--- src/rtl/vga_timing_pkg.sv ---
// VGA 640x480@60 Hz timing constants and colour field layout.
// Shared by the scan-side controller, the colour generator and the screen bounds logic.
// Constants only; no logic, no latency, no flow control.
package vga_timing_pkg;

    // Horizontal timing, in pixel ticks.
    localparam int H_ACTIVE = 640;
    localparam int H_FP     = 16;
    localparam int H_SYNC   = 96;
    localparam int H_BP     = 48;
    localparam int H_TOTAL  = H_ACTIVE + H_FP + H_SYNC + H_BP;   // 800

    // Vertical timing, in lines.
    localparam int V_ACTIVE = 480;
    localparam int V_FP     = 10;
    localparam int V_SYNC   = 2;
    localparam int V_BP     = 33;
    localparam int V_TOTAL  = V_ACTIVE + V_FP + V_SYNC + V_BP;   // 525

    // Counter widths are fixed by the 800/525 totals.
    localparam int H_CNT_W  = 10;
    localparam int V_CNT_W  = 10;
    localparam int PIX_X_W  = 10;
    localparam int PIX_Y_W  = 9;

    // 12-bit colour word: R[11:8], G[7:4], B[3:0].
    localparam int RGB_W     = 12;
    localparam int RGB_R_MSB = 11;
    localparam int RGB_R_LSB = 8;
    localparam int RGB_G_MSB = 7;
    localparam int RGB_G_LSB = 4;
    localparam int RGB_B_MSB = 3;
    localparam int RGB_B_LSB = 0;

    typedef struct packed {
        logic [3:0] r;
        logic [3:0] g;
        logic [3:0] b;
    } rgb_t;

endpackage

--- src/rtl/vga_ctrl.sv ---
// VGA scan timing generator and registered RGB/HSYNC/VSYNC output stage.
// Latency: colour for (x,y) appears on vga_r/g/b one clk after the tick edge that samples it.
// No backpressure: free-running scan, rgb_in must settle within one clk of pix_x/pix_y.
//
// Ports:
//   clk, rst            system clock, asynchronous active-high reset
//   rgb_in              colour for the current pix_x/pix_y (R[11:8] G[7:4] B[3:0])
//   pix_x, pix_y        active-area coordinates, 0 in blanking
//   pix_valid           counters inside the active area
//   frame_start         one-clk pulse coincident with the counters reading (0,0)
//   vga_r/g/b, vga_hs, vga_vs   registered DAC outputs, syncs active low
module vga_ctrl #(
    parameter int CLK_DIV  = 4,
    parameter int H_ACTIVE = vga_timing_pkg::H_ACTIVE,
    parameter int H_FP     = vga_timing_pkg::H_FP,
    parameter int H_SYNC   = vga_timing_pkg::H_SYNC,
    parameter int H_BP     = vga_timing_pkg::H_BP,
    parameter int V_ACTIVE = vga_timing_pkg::V_ACTIVE,
    parameter int V_FP     = vga_timing_pkg::V_FP,
    parameter int V_SYNC   = vga_timing_pkg::V_SYNC,
    parameter int V_BP     = vga_timing_pkg::V_BP
) (
    input  logic        clk,
    input  logic        rst,
    input  logic [11:0] rgb_in,
    output logic [9:0]  pix_x,
    output logic [8:0]  pix_y,
    output logic        pix_valid,
    output logic        frame_start,
    output logic [3:0]  vga_r,
    output logic [3:0]  vga_g,
    output logic [3:0]  vga_b,
    output logic        vga_hs,
    output logic        vga_vs
);

    localparam int H_TOTAL = H_ACTIVE + H_FP + H_SYNC + H_BP;
    localparam int V_TOTAL = V_ACTIVE + V_FP + V_SYNC + V_BP;
    localparam int DIV_W   = (CLK_DIV > 1) ? $clog2(CLK_DIV) : 1;

    localparam logic [9:0] H_LAST     = 10'(H_TOTAL - 1);
    localparam logic [9:0] V_LAST     = 10'(V_TOTAL - 1);
    localparam logic [9:0] H_ACT_END  = 10'(H_ACTIVE);
    localparam logic [9:0] V_ACT_END  = 10'(V_ACTIVE);
    localparam logic [9:0] H_SYNC_BEG = 10'(H_ACTIVE + H_FP);
    localparam logic [9:0] H_SYNC_END = 10'(H_ACTIVE + H_FP + H_SYNC);
    localparam logic [9:0] V_SYNC_BEG = 10'(V_ACTIVE + V_FP);
    localparam logic [9:0] V_SYNC_END = 10'(V_ACTIVE + V_FP + V_SYNC);
    localparam logic [DIV_W-1:0] DIV_LAST = DIV_W'(CLK_DIV - 1);

    logic [DIV_W-1:0] div_cnt;
    logic [9:0]       h_cnt;
    logic [9:0]       v_cnt;
    logic             tick;
    logic             h_wrap;
    logic             v_wrap;
    logic [9:0]       h_nxt;
    logic [9:0]       v_nxt;
    logic             act_nxt;
    logic             in_hsync;
    logic             in_vsync;

    // With CLK_DIV=1 div_cnt is stuck at 0 == DIV_LAST, so tick is constantly high.
    assign tick = (div_cnt == DIV_LAST);

    always_comb begin
        h_wrap   = (h_cnt == H_LAST);
        v_wrap   = (v_cnt == V_LAST);
        h_nxt    = h_wrap ? 10'd0 : h_cnt + 10'd1;
        v_nxt    = v_cnt;
        if (h_wrap) begin
            v_nxt = v_wrap ? 10'd0 : v_cnt + 10'd1;
        end
        act_nxt  = (h_nxt < H_ACT_END) && (v_nxt < V_ACT_END);
        in_hsync = (h_cnt >= H_SYNC_BEG) && (h_cnt < H_SYNC_END);
        in_vsync = (v_cnt >= V_SYNC_BEG) && (v_cnt < V_SYNC_END);
    end

    always_ff @(posedge clk or posedge rst) begin
        if (rst) begin
            div_cnt <= '0;
        end else if (tick) begin
            div_cnt <= '0;
        end else begin
            div_cnt <= div_cnt + 1'b1;
        end
    end

    // Coordinates are registered alongside the counters from the next-state
    // values, so pix_x/pix_y/pix_valid leave the block straight from flops.
    // pix_valid doubles as the "current position is active" flag.
    always_ff @(posedge clk or posedge rst) begin
        if (rst) begin
            h_cnt     <= '0;
            v_cnt     <= '0;
            pix_x     <= '0;
            pix_y     <= '0;
            pix_valid <= 1'b1;
        end else if (tick) begin
            h_cnt     <= h_nxt;
            v_cnt     <= v_nxt;
            pix_valid <= act_nxt;
            pix_x     <= act_nxt ? h_nxt : 10'd0;
            pix_y     <= act_nxt ? v_nxt[8:0] : 9'd0;
        end
    end

    // Colour and syncs share one register stage so they stay aligned.
    always_ff @(posedge clk or posedge rst) begin
        if (rst) begin
            vga_r  <= '0;
            vga_g  <= '0;
            vga_b  <= '0;
            vga_hs <= 1'b1;
            vga_vs <= 1'b1;
        end else if (tick) begin
            vga_r  <= pix_valid ? rgb_in[vga_timing_pkg::RGB_R_MSB:vga_timing_pkg::RGB_R_LSB] : 4'd0;
            vga_g  <= pix_valid ? rgb_in[vga_timing_pkg::RGB_G_MSB:vga_timing_pkg::RGB_G_LSB] : 4'd0;
            vga_b  <= pix_valid ? rgb_in[vga_timing_pkg::RGB_B_MSB:vga_timing_pkg::RGB_B_LSB] : 4'd0;
            vga_hs <= ~in_hsync;
            vga_vs <= ~in_vsync;
        end
    end

    // Pulses in the clk where the counters first read (0,0); a reset restart
    // does not pass through a wrap tick, so it never produces a pulse.
    always_ff @(posedge clk or posedge rst) begin
        if (rst) begin
            frame_start <= 1'b0;
        end else begin
            frame_start <= tick && h_wrap && v_wrap;
        end
    end

endmodule

--- config.mk ---
export PLATFORM = sky130hd
export DESIGN_NAME = vga_ctrl
export DESIGN_NICKNAME = d
export VERILOG_FILES = /design/src/rtl/vga_timing_pkg.sv /design/src/rtl/vga_ctrl.sv
export SDC_FILE = /design/constraint.sdc
export NUM_CORES = 1
export LEC_CHECK = 0
export ABC_CLOCK_PERIOD_IN_PS = 6100
export CORE_ASPECT_RATIO = 0.8
export CORE_MARGIN = 2
export CORE_UTILIZATION = 45
export DETAILED_ROUTE_END_ITERATION = 12
export GPL_ROUTABILITY_DRIVEN = 0
export GPL_TIMING_DRIVEN = 0
export PLACE_DENSITY = 0.7
export RECOVER_POWER = 100
export SLEW_MARGIN = 20
export SYNTH_ARGS = -nofsm -noshare
export SYNTH_HDL_FRONTEND = slang
export SYNTH_SLANG_ARGS = --single-unit
--- constraint.sdc ---
create_clock -name clk -period 6.1 [get_ports clk]
set_clock_uncertainty 0.2 [all_clocks]
set_input_delay 0.61 -clock clk [delete_from_list [all_inputs] [get_ports clk]]
set_output_delay 0.61 -clock clk [all_outputs]
set_load 0.02 [all_outputs]
; Yosys cells after proc, flatten, opt, wreduce, memory -nomap -nowiden
; Cells that the tools add are included.
[totals]
latch_bits = 0
ramBits = 0
input_bits = 14
out_inout_bits = 35
ff_bits = 57
memories = 0
romBits = 0
elab_cells = 40
[op_classes]
eq_ne = 3
n_div = 0
magnitude_cmp = 6
add_sub_neg = 3
n_mux = 9
n_reduce_logical = 5
multipliers = 0
shifts = 0
n_bitwise = 2
[ops]
columns = op, n
row1 = $mux W10, 4
row2 = $add A10 B1 Y10 const B, 2
row3 = $eq A10 B10 Y1 const B, 2
row4 = $lt A10 B10 Y1 const B, 2
row5 = $lt A10 B9 Y1 const B, 2
row6 = $mux W4, 3
row7 = $ge A10 B10 Y1 const B, 1
row8 = $ge A10 B9 Y1 const B, 1
row9 = $mux W9, 1
row10 = $logic_and A1 B1 Y1, 5
row11 = $add A2 B1 Y2 const B, 1
row12 = $eq A2 B2 Y1 const B, 1
row13 = $mux W2, 1
row14 = $not A1 Y1, 2

; Depth between registers and ports, before layout
; Gate-level depths: netlist (run 1).
[logic_depth]
depth_word = 6
ltp_mapped = 9
ltp_nobuf = 7

; Least setup slack after synthesis (run 1)
; OpenSTA, ideal clock, no wires.
[synth_path]
path_kind = flip-flop to flip-flop
start = reg h_cnt[6]
end = reg pix_y[0]
synth_period_minus_slack_ns = 2.715
arrival_time_ns = 2.412
path_slack_ns = 3.385
setup_time_ns = 0.104
required_time_ns = 5.796
path_stages_with_launch = 9
n_path_buf = 3
path_cell_list = dfrtp_1 > buf_2 > or3b_1 > buf_2 > nor3_4 > o21ai_1 > or4b_4 > buf_6 > o41ai_2
[synth_via]
elab_chain_cells = 5
word_cells_on_any_way = 8
classes_between = add/sub: 1 / order compare: 2 / eq/ne: 1 / mux: 3 / reduce/logical: 1
[synth_rtl]
columns = item, line_no
row1 = from (decl), vga_ctrl.sv:52  ; logic [9:0] h_cnt;
row2 = from (signal assigned), vga_ctrl.sv:100  ; h_cnt <= h_nxt;
row3 = $add A10 B1 Y10 or $eq A10 B10 Y1 (tied branches), "vga_ctrl.sv:69, vga_ctrl.sv:67"
row4 = $mux W10 (on tied branches), "vga_ctrl.sv:69, vga_ctrl.sv:71"
row5 = $lt A10 B10 Y1 or $lt A10 B9 Y1 (tied branches), vga_ctrl.sv:74  ; act_nxt = (h_nxt < H_ACT_END) && (v_nxt < V_ACT_END);
row6 = $logic_and A1 B1 Y1, vga_ctrl.sv:74
row7 = $mux W9 (*), vga_ctrl.sv:104  ; pix_y <= act_nxt ? v_nxt[8:0] : 9'd0;
row8 = to (signal assigned), vga_ctrl.sv:104
row9 = to (decl), vga_ctrl.sv:27  ; output logic [8:0] pix_y,
; Every way passes the cells marked *; elsewhere a longest branch is shown, timed or not.
; A chain may end at the register's enable or synchronous reset.

; Worst setup path in the final report (run 1)
[layout_path]
start = reg v_cnt[0]
end = reg pix_x[6]
[layout_via]
elab_chain_cells = 6
word_cells_on_any_way = 7
classes_between = add/sub: 1 / order compare: 1 / eq/ne: 1 / mux: 3 / reduce/logical: 1
[layout_rtl]
columns = item, line_no
row1 = from (decl), vga_ctrl.sv:53  ; logic [9:0] v_cnt;
row2 = from (signal assigned), vga_ctrl.sv:101  ; v_cnt <= v_nxt;
row3 = $add A10 B1 Y10 or $eq A10 B10 Y1 (tied branches), "vga_ctrl.sv:72, vga_ctrl.sv:68"
row4 = $mux W10, vga_ctrl.sv:72  ; v_nxt = v_wrap ? 10'd0 : v_cnt + 10'd1;
row5 = $mux W10 (*), vga_ctrl.sv:71  ; if (h_wrap) begin
row6 = $lt A10 B9 Y1 (*), vga_ctrl.sv:74
row7 = $logic_and A1 B1 Y1 (*), vga_ctrl.sv:74
row8 = $mux W10 (*), vga_ctrl.sv:103  ; pix_x <= act_nxt ? h_nxt : 10'd0;
row9 = to (signal assigned), vga_ctrl.sv:103
row10 = to (decl), vga_ctrl.sv:26  ; output logic [9:0] pix_x,
; Marks and branches as above.

==> run metrics, run 1 <==
max incr delay on CP 0.61 ns; core box area 6410 um2; vias per cell 5.60; worst hold-check path type register to register; Worst setup SP type register; layout cells sized above 1 6.56%; Yosys top cell area share 45.1%; Port Buffers 48; total grt overflow 0; Mapped Cells 302; cell accounting for the most synthesized area dfrtp_1; HPWL after DPL 5090 um; leading cell types by count after synthesis dfrtp_1, nand2_1, inv_1, clkbuf_1, o21ai_0; syn nets 322; Rel. slew slack -64.7%; Final Slew Violations 58; unique cell type count in the Yosys netlist 46; RSZ-0062 raised after global routing false; Seq cells post-synth 57; # setup viols final 0; Max FO, Critical Path 10; Post-Syn Area 3000 um2; Post-DRT Antenna Nets 0; Fin Setup TNS 0 ns; mux contribution to synthesized area 0.710%; DIE WIDTH 95.2 um; Yosys warning total 0; first-pass GRT wire length 12600 um; clk buf depth 2; WL final 7390 um; clk sink count 57; main combinational cell family by area after synthesis compound AO/OA/AOI/OAI gates; failing checks max-capacitance violations, max-slew violations; All-Layer GR Usage 22.3%; clock root buffer clkbuf_8; Seq/Total Area, Yosys 47.7%; status complete, but fails checks; Synth Area in Simple Gates 16.6%; die height 77.0 um; die area 7330 um2; diode count 0; Row Count 26; area of placed instances 3580 um2; IO Pins 49; Critical-path top delay cell nor4_1; Initial DRT Pass Iterations 4; Worst-path clk slew 0.06 ns; number of flops mapped to enable cells by yosys 0; CP required 6.10 ns; drt drc 0; Syn Area/Cell 9.92 um2; DR vias 2519; static leakage 1.50 nW; top-count cell post-synth dfrtp_1; worst-path cell chain clkbuf_1 > inv_1 > ha_1 > nand4_1 > nor4_1 > nor2_1 > or4b_1 > clkbuf_1 > o41ai_1; Max IR drop VDD 129 uV; TritonCTS Buffers 9; pwr dens 209 nW/um2; Compound-Gate Fraction of Synth Area 19.9%; Synth area leaders dfrtp_1, o41ai_2, xnor2_1; post-synthesis adder-cell area fraction 2.51%; critical path arrival 3.35 ns; final instance area 3700 um2; Tmin final 3.34 ns; Worst Setup End Kind register; Max H-tree Level 3; antenna violations before repair 0; P&R area growth vs syn 23.6%; final hold slack 0.234 ns; Post-CTS Resized 0; Post-Synth XOR/XNOR Area 5.56%; Iter 0 DRT Violations 168; period utilisation layout 54.8%; Fin. Hold Viols 0; average wire per standard cell 16.4 um; fmax 299 MHz; max_cap viols 1; vias in the first global route 2453; most frequent CP cell clkbuf_1; Post-synth top flop dfrtp_1; hold buffers post-CTS 0; WS Path Type register to register; initial core utilization 46.7%; fraction of registers with async set or reset after synthesis 100%; CTS tree done; largest net degree at the start of global routing 58; measured slew at the worst slew-check pin 2.46 ns; Post-CTS Setup Bufs 0; nets@finish 381; clock latency at the later pin of the worst-skew pair 0.34 ns
-- critical path, delay by kind of cell, from the launching register on --
| kind | cells | cell delay, ns |
|---|---|---|
| flip-flops | 1 | 0.38 |
| adder cells (fa/ha/maj) | 1 | 0.15 |
| AO/OA/AOI/OAI | 1 | 0.50 |
| AND/OR/NAND/NOR | 4 | 1.36 |
| buffers and inverters | 3 | 0.62 |
-- cell usage in the layout (no fill, tap or decap), drive strengths merged, types with 2 or more instances in the layout --
master,count
a21o,2
a21oi,8
a22o,12
a31oi,4
and3,2
and4,4
buf,4
clkbuf,36
clkdlybuf4s50,12
clkinv,3
dfrtp,54
dfstp,3
dlygate4sd3,36
ha,6
inv,22
nand2,26
nand3,16
nand4,8
nor2,13
nor3,6
nor4,6
nor4b,2
o21ai,20
o31ai,3
o32ai,9
o41ai,10
or3,3
xnor2,15
xor2,4
-- sequential cells by signal, summed over array words and instances (netlist names) --
name,count
pix_y,9
div_cnt,2
vga_r,4
frame_start,1
vga_vs,1
h_cnt,10
vga_hs,1
pix_x,10
v_cnt,10
pix_valid,1
vga_g,4
vga_b,4
-- worst paths after layout --
check | startpoint | end | slack (ns) | depth (start not counted)
min in group asynchronous | rst | div_cnt[0] | 1.18 | 2
max | v_cnt[0] | pix_x[6] | 2.76 | 9
max in group asynchronous | rst | v_cnt[8] | 3.39 | 2
min | div_cnt[0] | div_cnt[0] | 0.23 | 1
min reg2reg | div_cnt[0] | div_cnt[0] | 0.23 | 1
max reg2reg | v_cnt[0] | pix_x[6] | 2.76 | 9
-- per-layer routing --
layer	vias up	share of wire, %	track usage (%)
met4	0	0.91	5.36
li1	1208	-	-
met3	9	6.1	8.06
met5	-	0	0
met1	1238	47	31.3
met2	64	46	33.0
-- power breakdown --
group          total, mW  internal (mW)  switching [mW]
sequential         0.384          0.382         0.00197
clock              0.359          0.210           0.149
combinational     0.0319         0.0158          0.0161
-- final cells by class --
type | instances | area [um2]
fill | 568 | 2710
timing repair buffer | 48 | 480
buffer | 27 | 109
clock buffer | 13 | 159
sequential | 57 | 1430
tap | 84 | 105
multi-input combinational | 194 | 1290
clock inverter | 3 | 40.0
inverter | 24 | 91.3
-- per-stage QoR --
| stage | instances | power (mW) | setup WS, ns | util [%] |
|---|---|---|---|---|
| floorplan | 302 | 0.406 | 3.38 | - |
| global placement | 434 | 0.425 | 2.81 | 55.9 |
| detailed placement | 434 | 0.426 | 2.75 | 55.9 |
| CTS | 450 | 0.785 | 2.74 | 59.0 |
| global route | 450 | 0.808 | 2.42 | 57.8 |
| finish | 450 | 0.775 | 2.76 | 57.8 |
-- kinds of logic (layout without fill, tap and decap cells) --
family,after synthesis,after routing
muxes,2,2
adders and majority gates,6,6
AOI/OAI and AO/OA,74,74
buffers and inverters,51,115
DFF,57,57
and+or+nand+nor,93,93
xor gates and xnor gates,19,19
(Power assumes the default switching activity.)
==> inputs of run 2 (changes only) <==
--- a/config.mk
+++ b/config.mk
@@ -5,14 +5,14 @@
 export SDC_FILE = /design/constraint.sdc
 export NUM_CORES = 1
 export LEC_CHECK = 0
-export ABC_CLOCK_PERIOD_IN_PS = 6100
+export ABC_CLOCK_PERIOD_IN_PS = 3000
 export CORE_ASPECT_RATIO = 0.8
 export CORE_MARGIN = 2
 export CORE_UTILIZATION = 45
 export DETAILED_ROUTE_END_ITERATION = 12
 export GPL_ROUTABILITY_DRIVEN = 0
 export GPL_TIMING_DRIVEN = 0
-export PLACE_DENSITY = 0.7
+export PLACE_DENSITY = 0.73
 export RECOVER_POWER = 100
 export SLEW_MARGIN = 20
 export SYNTH_ARGS = -nofsm -noshare
==> constraint.sdc (replaced) <==
create_clock -name clk -period 3 [get_ports clk]
set_clock_uncertainty 0.2 [all_clocks]
set_input_delay 0.3 -clock clk [delete_from_list [all_inputs] [get_ports clk]]
set_output_delay 0.3 -clock clk [all_outputs]
set_load 0.02 [all_outputs]
==> run 2 against run 1 <==
The flow still finishes with violations (max-capacitance violations, max-slew violations). Register-to-register slack got worse by 2.6 ns. Core utilization increased by 2.0 points. Total power increased by 100%. Final area increased by 3.4%. First-iteration DRC count increased by 26%. Highest routed layer unchanged.
==> run metrics, run 2 (synthesis results as in run 1) <==
area of the multi-input gates 1400 um2 (was 1290 um2); diode count 0 (unchanged); Fin. Hold Viols 0 (unchanged); IO Pins 49 (unchanged); layout filler cell count 527 (was 568); Port Buffers 48 (unchanged); layout cells sized above 1 12.0% (was 6.56%); vias in the first global route 2499 (was 2453); clk buf depth 2 (unchanged); max_cap viols 1 (unchanged); DR vias 2534 (was 2519); Tmin final 2.81 ns (was 3.34 ns); TritonCTS Buffers 9 (unchanged); Worst setup SP type register (unchanged); antenna violations before repair 0 (unchanged); Hold Path Depth 1 (unchanged); fin util 59.7% (was 57.8%); hold buffers post-CTS 0 (unchanged); nets@finish 382 (was 381); # setup viols final 0 (unchanged); r2r worst-path depth 7 (was 9); Worst Setup End Kind register (unchanged); P&R area growth vs syn 27.8% (was 23.6%); Post-DRT Antenna Nets 0 (unchanged); failing checks max-capacitance violations, max-slew violations (unchanged); top flop regs h_cnt (10), pix_x (10), v_cnt (10) (unchanged); CP required 3.05 ns (was 6.10 ns); Max IR drop VDD 329 uV (was 129 uV); Pwr Total 1.57 mW (was 0.775 mW); clock root buffer clkbuf_8 (unchanged); WL final 7490 um (was 7390 um); clk sink count 57 (unchanged); HPWL after DPL 5120 um (was 5090 um); measured slew at the worst slew-check pin 2.11 ns (was 2.46 ns); status complete, but fails checks (unchanged); average wire per standard cell 16.6 um (was 16.4 um); worst hold-check path type register to register (unchanged); Final Non-Filler Cells 451 (was 450); die height 77.0 um (unchanged); first-pass GRT wire length 12600 um (about the same); most common cell after layout, fill and taps aside dfrtp_1 (unchanged); fmax 356 MHz (was 299 MHz); Worst-path clk slew 0.07 ns (was 0.06 ns); Initial DRT Pass Iterations 4 (unchanged); FF/Latch Area 1430 um2 (unchanged); total grt overflow 0 (unchanged); DIE WIDTH 95.2 um (unchanged); pwr dens 410 nW/um2 (was 209 nW/um2); drt drc 0 (unchanged); CTS tree done (unchanged); largest net degree at the start of global routing 58 (unchanged); DP Cell Count 434 (unchanged); All-Layer GR Usage 22.3% (about the same); Final Slew Violations 58 (unchanged); initial core utilization 46.7% (unchanged); Iter 0 DRT Violations 211 (was 168); static leakage 1.57 nW (was 1.50 nW); Max FO, Critical Path 6 (was 10); Max H-tree Level 3 (unchanged); period utilisation layout 93.5% (was 54.8%); WS Path Type register to register (unchanged); die area 7330 um2 (unchanged); Row Count 26 (unchanged); vias per cell 5.62 (was 5.60); clock latency at the later pin of the worst-skew pair 0.35 ns (was 0.34 ns); Rel. slew slack -40.9% (was -64.7%); Fin Setup TNS 0 ns (unchanged); critical path arrival 2.85 ns (was 3.35 ns); most frequent cells in the layout dfrtp_1, dlygate4sd3_1, nand2_1, inv_1, clkbuf_1 (was dfrtp_1, dlygate4sd3_1, nand2_1, clkbuf_1, inv_1); core box area 6410 um2 (unchanged)
run 2: cell types whose count changed in the layout (fill, tap and decap cells not counted), sizes merged:
cell / previous run / this run
clkdlybuf4s50: 12 / 13
dlygate4sd3: 36 / 35
buf: 4 / 8
clkinvlp: 1 / 2
clkbuf: 36 / 31
inv: 22 / 23
run 2: worst max-delay path, cell delays in order (launching register included):
cell      delay [ns]
dfrtp_1         0.41
ha_1            0.27
nand3_1         0.27
or4_1           0.56
clkbuf_1        0.19
or3_1           0.42
xor2_1          0.17
o41ai_2         0.21
run 2: what timing repair did:
action / 4_1_cts / 5_1_grt
pin swaps: 0 / 2
setup endpoints to repair: 19 / 20
buffers inserted: 0 / 2
endpoints found under the hold margin: 0 / 0
resized for setup: 3 / 6
run 2: layout make-up:
cell class / count / area share, %
Sequential cell: 57 / 37.4
Multi-Input combinational cell: 194 / 36.4
Timing Repair Buffer: 50 / 12.9
Clock buffer: 11 / 3.69
Buffer: 26 / 3.01
Tap cell: 84 / 2.75
Inverter: 24 / 2.35
Clock inverter: 5 / 1.44
run 2: stage by stage:
| step | hold WS (ns) | area, um2 | worst slack (ns) |
|---|---|---|---|
| 2_1_floorplan | 0.203 | 3000 | 0.285 |
| 3_3_place_gp | 0.216 | 3580 | -0.213 |
| 3_5_place_dp | 0.216 | 3580 | -0.295 |
| 4_1_cts | 0.225 | 3790 | 0.0433 |
| 5_1_grt | 0.270 | 3830 | -0.0209 |
| 6_report | 0.225 | 3830 | 0.195 |
run 2: power by group:
part           switching (mW)  internal, mW
sequential            0.00437         0.777
clock                   0.322         0.403
combinational          0.0325        0.0322
run 2: path summary, 6_finish.rpt:
| check | startpoint | endpoint | slack (ns) |
|---|---|---|---|
| setup / recovery | h_cnt[1] | pix_y[8] | 0.19 |
| hold / removal | div_cnt[0] | div_cnt[0] | 0.23 |
| setup reg to reg | h_cnt[1] | pix_y[8] | 0.19 |
| hold reg to reg | div_cnt[0] | div_cnt[0] | 0.23 |
| max in group asynchronous | rst | pix_y[4] | 0.61 |
| min in group asynchronous | rst | h_cnt[2] | 0.76 |
run 2: per-layer routing:
| metal | share of wire (%) | up-vias | GRT usage [%] |
|---|---|---|---|
| li1 | - | 1212 | - |
| met1 | 45 | 1246 | 30.8 |
| met2 | 49 | 65 | 34.3 |
| met3 | 5.6 | 11 | 5.99 |
| met4 | 0.93 | 0 | 6.23 |
| met5 | 0 | - | 0 |
==> inputs of run 3 (changes only) <==
--- a/config.mk
+++ b/config.mk
@@ -5,6 +5,7 @@
 export SDC_FILE = /design/constraint.sdc
 export NUM_CORES = 1
 export LEC_CHECK = 0
+export ABC_AREA = 1
 export ABC_CLOCK_PERIOD_IN_PS = 3000
 export CORE_ASPECT_RATIO = 0.8
 export CORE_MARGIN = 2
==> run 3 against run 2 <==
The run now ends clean. Core utilization down 1.5 points. Total power down 0.92%. Sequential share of layout area up 0.99 points. Largest cell class unchanged.
==> run metrics, run 3 <==
leading cell types by count after synthesis nand2_1, dfrtp_1, nand3_1, inv_1, nor2_1 (was dfrtp_1, nand2_1, inv_1, clkbuf_1, o21ai_0); Buffers & Inverters on Critical Path 3 (was 1); Fin. Hold Viols 0 (unchanged); P_sw 0.365 mW (was 0.358 mW); total grt overflow 0 (unchanged); worst-path cell chain ha_1 > nand2_1 > nor2_1 > nand4_1 > inv_1 > nand2_1 > nand2_1 > nand2_1 > inv_1 > nand2_1 > buf_6 > nand3_1 > nand2_1 (was ha_1 > nand3_1 > or4_1 > clkbuf_1 > or3_1 > xor2_1 > o41ai_2); CP required 3.03 ns (was 3.05 ns); Critical-path top delay cell dfrtp_1 (was or4_1); die height 77.0 um (about the same); Iter 0 DRT Violations 239 (was 211); Row Count 26 (unchanged); fmax 400 MHz (was 356 MHz); drt drc 0 (unchanged); Worst-path clk slew 0.07 ns (about the same); GR met3 Demand/Resource 8.06% (was 5.99%); All-Layer GR Usage 21.0% (was 22.3%); Mapped Cells 384 (was 302); Final Slew Violations 0 (was 58); clock share of power 45.8% (was 46.1%); average wire per standard cell 13.1 um (was 16.6 um); WL final 6980 um (was 7490 um); Post-CTS Resized 0 (was 3); period utilisation layout 83.3% (was 93.5%); Syn Area/Cell 7.80 um2 (was 9.92 um2); Port Buffers 48 (unchanged); Post-CTS Setup Bufs 0 (unchanged); Max H-tree Level 3 (unchanged); Rel. slew slack 53.6% (was -40.9%); core box area 6410 um2 (unchanged); Combinational Power Share 4.0% (was 4.1%); Post-synth top flop dfrtp_1 (unchanged); # setup viols final 0 (unchanged); syn nets 404 (was 322); vias per cell 5.16 (was 5.62); DR vias 2744 (was 2534); max incr delay on CP 0.46 ns (was 0.56 ns); measured slew at the worst slew-check pin 0.695 ns (was 2.11 ns); max_cap viols 0 (was 1); critical path arrival 2.53 ns (was 2.85 ns); met2 GRT Util 29.4% (was 34.3%); Yosys warning total 0 (unchanged); first-pass GRT wire length 12100 um (was 12600 um); Flop pwr share 50.2% (was 49.8%); most frequent CP cell nand2_1; static leakage 1.83 nW (was 1.57 nW); fin util 58.2% (was 59.7%); Post-Syn Area 2990 um2 (was 3000 um2); Synth area leaders dfrtp_1, nand2_1, nand3_1 (was dfrtp_1, o41ai_2, xnor2_1); clk sink count 57 (unchanged); worst hold-check path type register to register (unchanged); die area 7330 um2 (about the same); most used routing layer in global routing met1 (was met2); Yosys top cell area share 45.1% (about the same); clock latency at the later pin of the worst-skew pair 0.34 ns (was 0.35 ns); Max IR drop VDD 243 uV (was 329 uV); met1 Usage GRT 31.2% (was 30.8%); TritonCTS Buffers 9 (unchanged); cell accounting for the most synthesized area dfrtp_1 (unchanged); Worst setup SP type register (unchanged); unique cell type count in the Yosys netlist 28 (was 46); Fin Setup TNS 0 ns (unchanged); Post-DRT Antenna Nets 0 (unchanged); top-count cell post-synth nand2_1 (was dfrtp_1); antenna violations before repair 0 (unchanged); family with the most delay on the worst path simple AND/OR/NAND/NOR gates (unchanged); Initial DRT Pass Iterations 5 (was 4); IO Pins 49 (unchanged); P_int 1.19 mW (was 1.21 mW); P&R area growth vs syn 24.5% (was 27.8%); RSZ-0062 raised after global routing false; number of flops mapped to enable cells by yosys 0 (unchanged); pwr dens 417 nW/um2 (was 410 nW/um2); clk buf depth 2 (unchanged); clock root buffer clkbuf_8 (unchanged); Seq/Total Area, Yosys 47.8% (was 47.7%); DIE WIDTH 95.2 um (about the same); most frequent cells in the layout nand2_1, dfrtp_1, nand3_1, nor2_1, inv_1 (was dfrtp_1, dlygate4sd3_1, nand2_1, inv_1, clkbuf_1); Seq cells post-synth 57 (unchanged); WS Path Type register to register (unchanged); largest net degree at the start of global routing 58 (unchanged); Tmin final 2.50 ns (was 2.81 ns); CTS tree done (unchanged); nets@finish 463 (was 382); diode count 0 (unchanged); Worst Setup End Kind register (unchanged); top flop regs h_cnt (10), pix_x (10), v_cnt (10) (unchanged); HPWL after DPL 4980 um (was 5120 um); Max FO, Critical Path 10 (was 6); switching share of power 23.4% (was 22.8%); vias in the first global route 2519 (was 2499); initial core utilization 46.7% (about the same); most common cell after layout, fill and taps aside nand2_1 (was dfrtp_1); hold buffers post-CTS 0 (unchanged); layout cells sized above 1 6.92% (was 12.0%); status complete, no violations (was complete, but fails checks); fraction of registers with async set or reset after synthesis 100% (unchanged)
run 3: cell types whose count changed after synthesis, moves of 14 or more:
cell	delta
clkbuf_1	-14
inv_1	+16
nand2_1	+96
nand3_1	+28
nor2_1	+24
xnor2_1	-15
run 3: area by class of cell:
type	instances	area (um2)
buffer	14	83.8
fill	599	2680
sequential	57	1430
clock inverter	6	67.6
tap	84	105
inverter	41	156
clock buffer	10	128
multi-input combinational	272	1280
timing repair buffer	48	480
run 3: kinds of logic (layout without fill, tap and decap cells):
family / Yosys count / after routing / synth area share, %
flops: 57 / 57 / 47.8
compound gates: 33 / 33 / 6.81
buf+inv: 55 / 119 / 8.02
simple gates: 232 / 232 / 34.6
xor+xnor: 1 / 1 / 0.293
fa+ha+maj: 6 / 6 / 2.51
run 3: power by group through the flow:
stage / logic [mW] / registers (mW) / clock network (mW)
final: 0.0629 / 0.781 / 0.712
after detailed placement: 0.0682 / 0.795 / 0
after global placement: 0.0667 / 0.796 / 0
after CTS: 0.0683 / 0.781 / 0.733
after floorplan: 0.0175 / 0.806 / 0
after global routing: 0.0712 / 0.781 / 0.773
run 3: worst paths after layout:
kind / from / to / slack [ns] / cells past startpoint
worst min-delay path: div_cnt[0] / div_cnt[0] / 0.23 / 1
worst max register to register: h_cnt[0] / pix_y[8] / 0.50 / 13
min in group asynchronous: rst / pix_x[3] / 0.34 / 2
worst min register to register: div_cnt[0] / div_cnt[0] / 0.23 / 1
worst max-delay path: h_cnt[0] / pix_y[8] / 0.50 / 13
max in group asynchronous: rst / pix_x[4] / 1.78 / 2
run 3: per-stage QoR:
step | cells | worst slack [ns] | instance area (um2) | hold slack (ns) | power (mW)
2_1_floorplan | 384 | 1.09 | 2990 | 0.203 | 0.823
3_3_place_gp | 516 | 0.0676 | 3580 | 0.215 | 0.862
3_5_place_dp | 516 | 0.771 | 3580 | 0.224 | 0.863
4_1_cts | 532 | 0.751 | 3780 | 0.233 | 1.58
5_1_grt | 532 | 0.299 | 3730 | 0.256 | 1.63
6_report | 532 | 0.502 | 3730 | 0.232 | 1.56
run 3: layer usage:
| layer | routed length (um) | part of all wire (%) |
|---|---|---|
| met2 | 2920 | 42 |
| met1 | 3380 | 48 |
| met4 | 50 | 0.72 |
| met3 | 633 | 9.1 |
| met5 | 0 | 0 |
